$ cat src/rtl/rr_stream_mux_pkg.sv
// Shared definitions for the round-robin stream multiplexer: mode encodings
// and the packet-lock state used when RR_STREAM_MUX_LOCK_EN is defined.
package rr_stream_mux_pkg;

  localparam logic MODE_RR    = 1'b0;
  localparam logic MODE_FORCE = 1'b1;

  typedef enum logic {
    LOCK_IDLE = 1'b0,
    LOCK_HELD = 1'b1
  } lock_state_e;

endpackage

$ cat src/rtl/rr_stream_mux_arbiter.sv
// Combinational rotating-priority arbiter: grants the first requester found
// after (i_advance=1) or starting at (i_advance=0) the supplied pointer.
module rr_arbiter #(
  parameter int N_CH = 4,
  localparam int SEL_W = $clog2(N_CH)
) (
  input  logic [N_CH-1:0]  i_req,
  input  logic [SEL_W-1:0] i_ptr,
  input  logic             i_advance,
  output logic [N_CH-1:0]  o_grant,
  output logic [SEL_W-1:0] o_grantIdx
);

  logic             w_found;
  logic [SEL_W-1:0] w_idx;

  always_comb begin
    o_grant    = '0;
    o_grantIdx = '0;
    w_found    = 1'b0;
    w_idx      = '0;
    for (int off = 0; off < N_CH; off++) begin
      w_idx = SEL_W'((int'(i_ptr) + int'(i_advance) + off) % N_CH);
      if (!w_found && i_req[w_idx]) begin
        w_found        = 1'b1;
        o_grant[w_idx] = 1'b1;
        o_grantIdx     = w_idx;
      end
    end
  end

endmodule

$ cat src/rtl/rr_stream_mux.sv
// Registered N-channel valid/ready stream mux with round-robin or forced select.
// Define RR_STREAM_MUX_LOCK_EN to keep round-robin grants locked for a whole packet.
module rr_stream_mux
  import rr_stream_mux_pkg::*;
#(
  parameter int N_CH   = 4,
  parameter int DATA_W = 8,
  localparam int SEL_W = $clog2(N_CH)
) (
  input  logic                   clk,
  input  logic                   rst,
  input  logic [N_CH*DATA_W-1:0] in_data,
  input  logic [N_CH-1:0]        in_valid,
  input  logic [N_CH-1:0]        in_last,
  output logic [N_CH-1:0]        in_ready,
  input  logic                   mode,
  input  logic [SEL_W-1:0]       force_sel,
  output logic [DATA_W-1:0]      out_data,
  output logic                   out_valid,
  output logic                   out_last,
  output logic [SEL_W-1:0]       out_sel,
  input  logic                   out_ready
);

  logic [SEL_W-1:0]  r_ptr;
  logic              r_outValid;
  logic [DATA_W-1:0] r_outData;
  logic              r_outLast;
  logic [SEL_W-1:0]  r_outSel;

  logic              w_loadEn;
  logic [N_CH-1:0]   w_rrGrant;
  logic [SEL_W-1:0]  w_rrIdx;
  logic [N_CH-1:0]   w_grant;
  logic [SEL_W-1:0]  w_grantIdx;
  logic              w_xfer;
  logic [DATA_W-1:0] w_selData;
  logic              w_selLast;

`ifdef RR_STREAM_MUX_LOCK_EN
  lock_state_e       r_lockState;
  logic [SEL_W-1:0]  r_lockCh;
`endif

  assign w_loadEn = !r_outValid || out_ready;

  rr_arbiter #(.N_CH(N_CH)) u_arb (
    .i_req      (in_valid),
    .i_ptr      (r_ptr),
    .i_advance  (1'b1),
    .o_grant    (w_rrGrant),
    .o_grantIdx (w_rrIdx)
  );

  // Forced select only matches in-range indices, so out-of-range never grants.
  always_comb begin
    w_grant    = '0;
    w_grantIdx = '0;
    if (mode == MODE_FORCE) begin
      for (int i = 0; i < N_CH; i++) begin
        if (force_sel == SEL_W'(i)) begin
          w_grant[i] = in_valid[i];
          w_grantIdx = force_sel;
        end
      end
    end
`ifdef RR_STREAM_MUX_LOCK_EN
    else if (r_lockState == LOCK_HELD) begin
      for (int i = 0; i < N_CH; i++) begin
        if (r_lockCh == SEL_W'(i)) begin
          w_grant[i] = in_valid[i];
          w_grantIdx = r_lockCh;
        end
      end
    end
`endif
    else begin
      w_grant    = w_rrGrant;
      w_grantIdx = w_rrIdx;
    end
  end

  assign w_xfer   = |(w_grant & {N_CH{w_loadEn}});
  assign in_ready = rst ? '0 : (w_grant & {N_CH{w_loadEn}});

  always_comb begin
    w_selData = '0;
    w_selLast = 1'b0;
    for (int i = 0; i < N_CH; i++) begin
      if (w_grant[i]) begin
        w_selData = in_data[i*DATA_W +: DATA_W];
        w_selLast = in_last[i];
      end
    end
  end

  always_ff @(posedge clk or posedge rst) begin
    if (rst) begin
      r_outValid <= 1'b0;
      r_outData  <= '0;
      r_outLast  <= 1'b0;
      r_outSel   <= '0;
    end else if (w_loadEn) begin
      r_outValid <= w_xfer;
      if (w_xfer) begin
        r_outData <= w_selData;
        r_outLast <= w_selLast;
        r_outSel  <= w_grantIdx;
      end
    end
  end

  // Pointer moves only on accepted round-robin beats; under lock, only on the packet's last beat.
  always_ff @(posedge clk or posedge rst) begin
    if (rst) begin
      r_ptr <= SEL_W'(N_CH - 1);
`ifdef RR_STREAM_MUX_LOCK_EN
      r_lockState <= LOCK_IDLE;
      r_lockCh    <= '0;
    end else if (mode == MODE_FORCE) begin
      r_lockState <= LOCK_IDLE;
    end else if (w_xfer) begin
      if (w_selLast) begin
        r_lockState <= LOCK_IDLE;
        r_ptr       <= w_grantIdx;
      end else begin
        r_lockState <= LOCK_HELD;
        r_lockCh    <= w_grantIdx;
      end
    end
`else
    end else if (mode == MODE_RR && w_xfer) begin
      r_ptr <= w_grantIdx;
    end
`endif
  end

  assign out_valid = r_outValid;
  assign out_data  = r_outData;
  assign out_last  = r_outLast;
  assign out_sel   = r_outSel;

endmodule

$ cat config.mk
export PLATFORM = sky130hd
export DESIGN_NAME = rr_stream_mux
export DESIGN_NICKNAME = d
export VERILOG_FILES = /design/src/rtl/rr_stream_mux_pkg.sv /design/src/rtl/rr_stream_mux_arbiter.sv /design/src/rtl/rr_stream_mux.sv
export SDC_FILE = /design/constraint.sdc
export NUM_CORES = 1
export LEC_CHECK = 0
export CORE_ASPECT_RATIO = 0.6
export CORE_MARGIN = 3
export CORE_UTILIZATION = 43
export DETAILED_ROUTE_END_ITERATION = 6
export PLACE_DENSITY = 0.9
export RECOVER_POWER = 100
export SKIP_LAST_GASP = 1
export SLEW_MARGIN = 20
export SYNTH_ARGS = -nofsm -noshare
export SYNTH_HDL_FRONTEND = slang
export SYNTH_HIERARCHICAL = 1
export SYNTH_SLANG_ARGS = --single-unit
$ cat constraint.sdc
create_clock -name clk -period 4.81 [get_ports clk]
set_input_delay 1.443 -clock clk [delete_from_list [all_inputs] [get_ports clk]]
set_output_delay 1.443 -clock clk [all_outputs]
set_load 0.05 [all_outputs]
# Word level (Yosys, flattened, before mapping)
# Index checks and enable logic that the tools add are counted.
[totals] reg_bits=14 in_bits=46 output_inout_bits=16 elab_cells=87
[op_classes] add_sub_neg=4 order_cmp=8 n_eq_ne=3 mux=46 bitwise=5 reduce_logical=16
[ops] op="$mux W8" count=4
[ops] op="$mux W4" count=6
[ops] op="$mux W1" count=19
[ops] op="$mux W2" count=9
[ops] op="$lt A2 B3 Y1 const B" count=4
[ops] op="$or A4 B4 Y4" count=3
[ops] op="$bmux W1 S2" count=4
[ops] op="$demux W1 S2" count=4
[ops] op="$ge A2 B1 Y1 const B" count=4
[ops] op="$logic_and A1 B1 Y1" count=8
[ops] op="$add A2 B1 Y2 const B" count=2
[ops] op="$add A2 B2 Y2 const B" count=2
[ops] op="$and A4 B4 Y4" count=1
[ops] op="$eq A2 B2 Y1 const B" count=2
[ops] op="$logic_not A1 Y1" count=4
[ops] op="$reduce_or A4 Y1" count=1
[ops] op="$eq A2 B1 Y1 const B" count=1
[ops] op="$logic_not A2 Y1" count=1
[ops] op="$reduce_and A2 Y1" count=1
[ops] op="$logic_or A1 B1 Y1" count=1
[ops] op="$not A1 Y1" count=1

# Longest topological paths before layout
[depth] ltp_word=18 ltp_mapped=15 mapped_depth_nobuf=12

# Modules after synthesis
# Netlist, hierarchy kept.
[by_module_without_submodules] module="rr_stream_mux" instances=1 cells_each=110 area_each_um2=1047.3 seq_area_each_um2=352.8
[by_module_without_submodules] module="rr_arbiter" instances=1 cells_each=62 area_each_um2=450.4 seq_area_each_um2=0.0

# Worst setup path before layout
# Ideal clock, no wire load.
[synth_path] path_kind="in2out" start="input port in_valid[2]" end="output port in_ready[2]" arrival_time_ps=4156 required_time_ps=3367 setup_slack_ps=-789 path_stages=10 n_path_buf=2 path_cell_list="clkbuf_1 mux2i_1 or3b_4 a21oi_4 a222oi_1 nand2_1 nor2b_1 clkbuf_1 nor2_1 nor3_1"
[synth_via] elab_chain_len=15 elab_cells_between_ends=28
[synth_rtl] element="start: declaration" line_no="rr_stream_mux.sv:13" source="input logic [N_CH-1:0] in_valid,"
[synth_rtl] element="$bmux W1 S2" line_no="rr_stream_mux_arbiter.sv:24" source="if (!w_found && i_req[w_idx]) begin"
[synth_rtl] element="$mux W1 (implied by the code)" line_no="rr_stream_mux_arbiter.sv:24"
[synth_rtl] element="$mux W1" line_no="rr_stream_mux_arbiter.sv:24"
[synth_rtl] element="$logic_not A1 Y1" line_no="rr_stream_mux_arbiter.sv:24"
[synth_rtl] element="$logic_and A1 B1 Y1" line_no="rr_stream_mux_arbiter.sv:24"
[synth_rtl] element="$mux W1" line_no="rr_stream_mux_arbiter.sv:24"
[synth_rtl] element="$logic_not A1 Y1" line_no="rr_stream_mux_arbiter.sv:24"
[synth_rtl] element="$logic_and A1 B1 Y1" line_no="rr_stream_mux_arbiter.sv:24"
[synth_rtl] element="$mux W1" line_no="rr_stream_mux_arbiter.sv:24"
[synth_rtl] element="$logic_not A1 Y1" line_no="rr_stream_mux_arbiter.sv:24"
[synth_rtl] element="$logic_and A1 B1 Y1" line_no="rr_stream_mux_arbiter.sv:24"
[synth_rtl] element="$mux W4 *" line_no="rr_stream_mux_arbiter.sv:24"
[synth_rtl] element="net w_rrGrant[2]" line_no="rr_stream_mux.sv:32" source="logic [N_CH-1:0] w_rrGrant;"
[synth_rtl] element="$mux W4 *" line_no="rr_stream_mux.sv:59" source="if (mode == MODE_FORCE) begin"
[synth_rtl] element="$and A4 B4 Y4 *" line_no="rr_stream_mux.sv:84" source="assign in_ready = rst ? '0 : (w_grant & {N_CH{w_loadEn}});"
[synth_rtl] element="$mux W4 *" line_no="rr_stream_mux.sv:84"
[synth_rtl] element="end: declaration" line_no="rr_stream_mux.sv:15" source="output logic [N_CH-1:0] in_ready,"
# Mark *: on every way through the listed nets, which the timed path passes. The rest lies on a longest branch. The select of a mux whose other input is x is not followed.

# Final worst setup path
[layout_path] start="input port in_valid[2]" end="output port in_ready[1]"
# Same word-level chain as after synthesis.

==> impl_results.md <==
* Dominant synthesized flop cell: dfrtp_1
* Post-Syn Area at 1498 µm²
* Initial antenna violation count at 0
* Slew HR at 22.27%
* Post-synth EDFFs at 0
* Yosys Warn Count at 6
* Clock sinks at 14
* Vias per cell at ~6.1
* Post-synth ARST share at between 90% and 100%
* Share of post-route cells with drive strength above 1 at approximately 27%
* Leakage Power at slightly above 1 nW
* Hold path start: out_data[3]
* WS Path Type: in -> out
* Clock root buffer: clkbuf_8
* Synth top area share at roughly 20%
* Total core area at 3097 µm²
* R2R Path Start: r_ptr[0]
* Final wirelength at about 5700 µm
* Port Buffers at slightly above 60
* Pwr Density at 667.0 nW/µm²
* Global route overflow at 0
* Die H at about 52 µm
* Tmin final at 4.735 ns
* Worst-path clk slew at approximately 0.05 ns
* Die area at ~4300 µm²
* # diodes at 0
* P&R area growth vs syn at 62.74%
* PnR Total Power at 1.626 mW
* Yosys reg bits at 14
* WHS at between 0.4 and 0.5 ns
* Vias in the first global route at around 1700
* Pre-CTS setup slack at -0.2939 ns
* Post-Syn Instances at roughly 170
* Drt drc at 0
* Post-DP HPWL at roughly 4400 µm
* Vias at approximately 1800
* GR Util All Layers at between 20% and 30%
* Most frequent cells in the layout: 40 x clkdlybuf4s50_1, 27 x buf_4, 22 x o21ai_0, 14 x inv_1, 13 x dlygate4sd3_1
* Syn_nets at ~220
* Iter 0 DRT Violations at about 180
* Later-pin clock latency in the skew report at approximately 0.24 ns
* CTS max path bufs at 2
* H-tree depth at 1
* Most common cell after layout, fill and taps aside: clkdlybuf4s50_1
* Initial core utilization at 48.36%
* TritonRoute pass-1 iters at 7
* Final period utilization at roughly 100%
* HP Class: reg -> reg
* Placed Cells at between 200 and 300
* TritonCTS buffer count at 3
* Startpoint Class: primary input
* Worst Setup SP: in_valid[2]
* Worst Path Max Fanout at 5
* Status: finished, final reports clean
* Sequential share of the synthesized area at 23.56%
* CP arrival at ~3.3 ns
* Worst slew pin tran at between 1 and 1.5 ns
* Area contributors post-synth: dfrtp_1 20%, o21ai_0 7.7%, a32o_1 6.0%
* Mean Syn Cell Area at around 8.7 µm²
* Per-cell routed wire length at slightly below 20 µm
* Worst vdd ir at 476.3 µV
* Setup Skew at 0.001224 ns
* Leading area contributor after synthesis: dfrtp_1
* Cell variety after synth at 48
* Max-Cap Viols at 0
* First-pass GRT wire length at about 8900 µm
* Max Slew Vio Count at 0
* Fill cells at approximately 200
* Die width at just over 80 µm
* Fin cells at between 200 and 300
* Hold Violations, Final at 0
* # IOs at 62
* Placer Congestion at 0.8768
* # rows at 15
* Final setup vio count at 0
* Antenna-violating nets left at 0
* Setup ws final at ~0.075 ns
* Critical path endpoint category: output pin
* Layout Nets at 308
* Fmax at 0.2112 GHz
* Worst endpoint required time at 3.37 ns
* Hold_buf cts at 0
* CTS tree: built
* Largest net degree at the start of global routing at 22
## cells by family after synthesis
group	synth area share [%]
AO/OA/AOI/OAI	36.34
AND/OR/NAND/NOR	17.54
buffers and inverters	8.187
multiplexers	8.020
flip-flops	23.56
adder cells (fa/ha/maj)	5.012
other	0.2504
XOR/XNOR	1.086
## layer usage
metal / vias to the layer above / part of all wire [%] / wire length, µm / global-route usage (%)
met3: 15 / 12 / 663 / 3.806
met1: 851 / 43 / 2485 / 41.43
met5: - / 0 / 0 / 0
li1: 836 / - / - / -
met4: 0 / 1.7 / 98 / 6.077
met2: 116 / 43 / 2475 / 41.49
## critical path: stages
cell	delay, ns
clkdlybuf4s15_1	0.20
buf_4	0.16
buf_4	0.16
nor2_4	0.14
nand4b_1	0.13
o211ai_1	0.16
buf_4	0.18
nand2_1	0.06
nand2_1	0.11
nand2b_1	0.12
a211oi_4	0.27
buf_12	0.17
## worst paths after layout
path / slack (ns) / to / cells after the start
setup / recovery: 0.08 / in_ready[1] / 12
hold / removal: 0.49 / out_data[3] / 1
setup reg to reg: 0.54 / out_data[5] / 14
hold reg to reg: 0.49 / out_data[3] / 1
max in group asynchronous: 2.52 / r_ptr[0] / 2
min in group asynchronous: 1.93 / out_data[5] / 2
## final cells by class
type / count / area, µm² / area share (%)
Tap cell: 42 / 52.55 / 2.156
Inverter: 15 / 56.30 / 2.310
Multi-Input combinational cell: 132 / 1101 / 45.17
Timing Repair Buffer: 90 / 829.5 / 34.03
Clock buffer: 4 / 45.04 / 1.848
Sequential cell: 14 / 352.8 / 14.48
## Yosys cell counts (2+ instances only)
| library cell | number |
|---|---|
| ha_1 | 6 |
| nor3b_1 | 3 |
| buf_6 | 2 |
| o21a_1 | 9 |
| o211ai_1 | 2 |
| nand2_1 | 12 |
| a32o_1 | 9 |
| inv_1 | 14 |
| buf_2 | 4 |
| nor2_1 | 6 |
| dfrtp_1 | 12 |
| o2111ai_1 | 9 |
| nor3_1 | 3 |
| o21ai_0 | 23 |
| clkbuf_1 | 2 |
| a21oi_1 | 6 |
| mux2i_1 | 3 |
| nor2b_1 | 4 |
| nand2b_1 | 4 |
| dfstp_2 | 2 |
| nand4b_1 | 2 |
| mux2_2 | 6 |
| a222oi_1 | 4 |
## stage by stage
step	setup TNS (ns)	util, %	instance area, µm²
after floorplan	-0.1089	-	1548
after CTS	0	79.19	2452
after detailed placement	-0.9066	76.28	2362
after global placement	-0.6275	76.28	2362
final	0	78.71	2437
after global routing	-0.02238	78.71	2437
## registers in the layout, indices dropped and copies added (netlist names)
register	cells
out_last	1
out_sel	2
out_valid	1
r_ptr	2
out_data	8
## what timing repair did
item / CTS / global route
setup endpoints to repair: 4 / 3
gates resized for setup: 14 / 12
setup buffers: 3 / 1
pin swaps: 8 / 4
hold endpoints to repair: 0 / 0
## power by group
| group | leakage, nW | switching [mW] | total, mW | internal (mW) |
|---|---|---|---|---|
| Clock | 0.0228 | 0.0382 | 0.0966 | 0.0584 |
| Combinational | 0.842 | 0.766 | 1.32 | 0.552 |
| Sequential | 0.173 | 0.0312 | 0.211 | 0.179 |
| Total | 1.04 | 0.836 | 1.63 | 0.790 |
No activity file was read; power rests on OpenSTA's default activity.
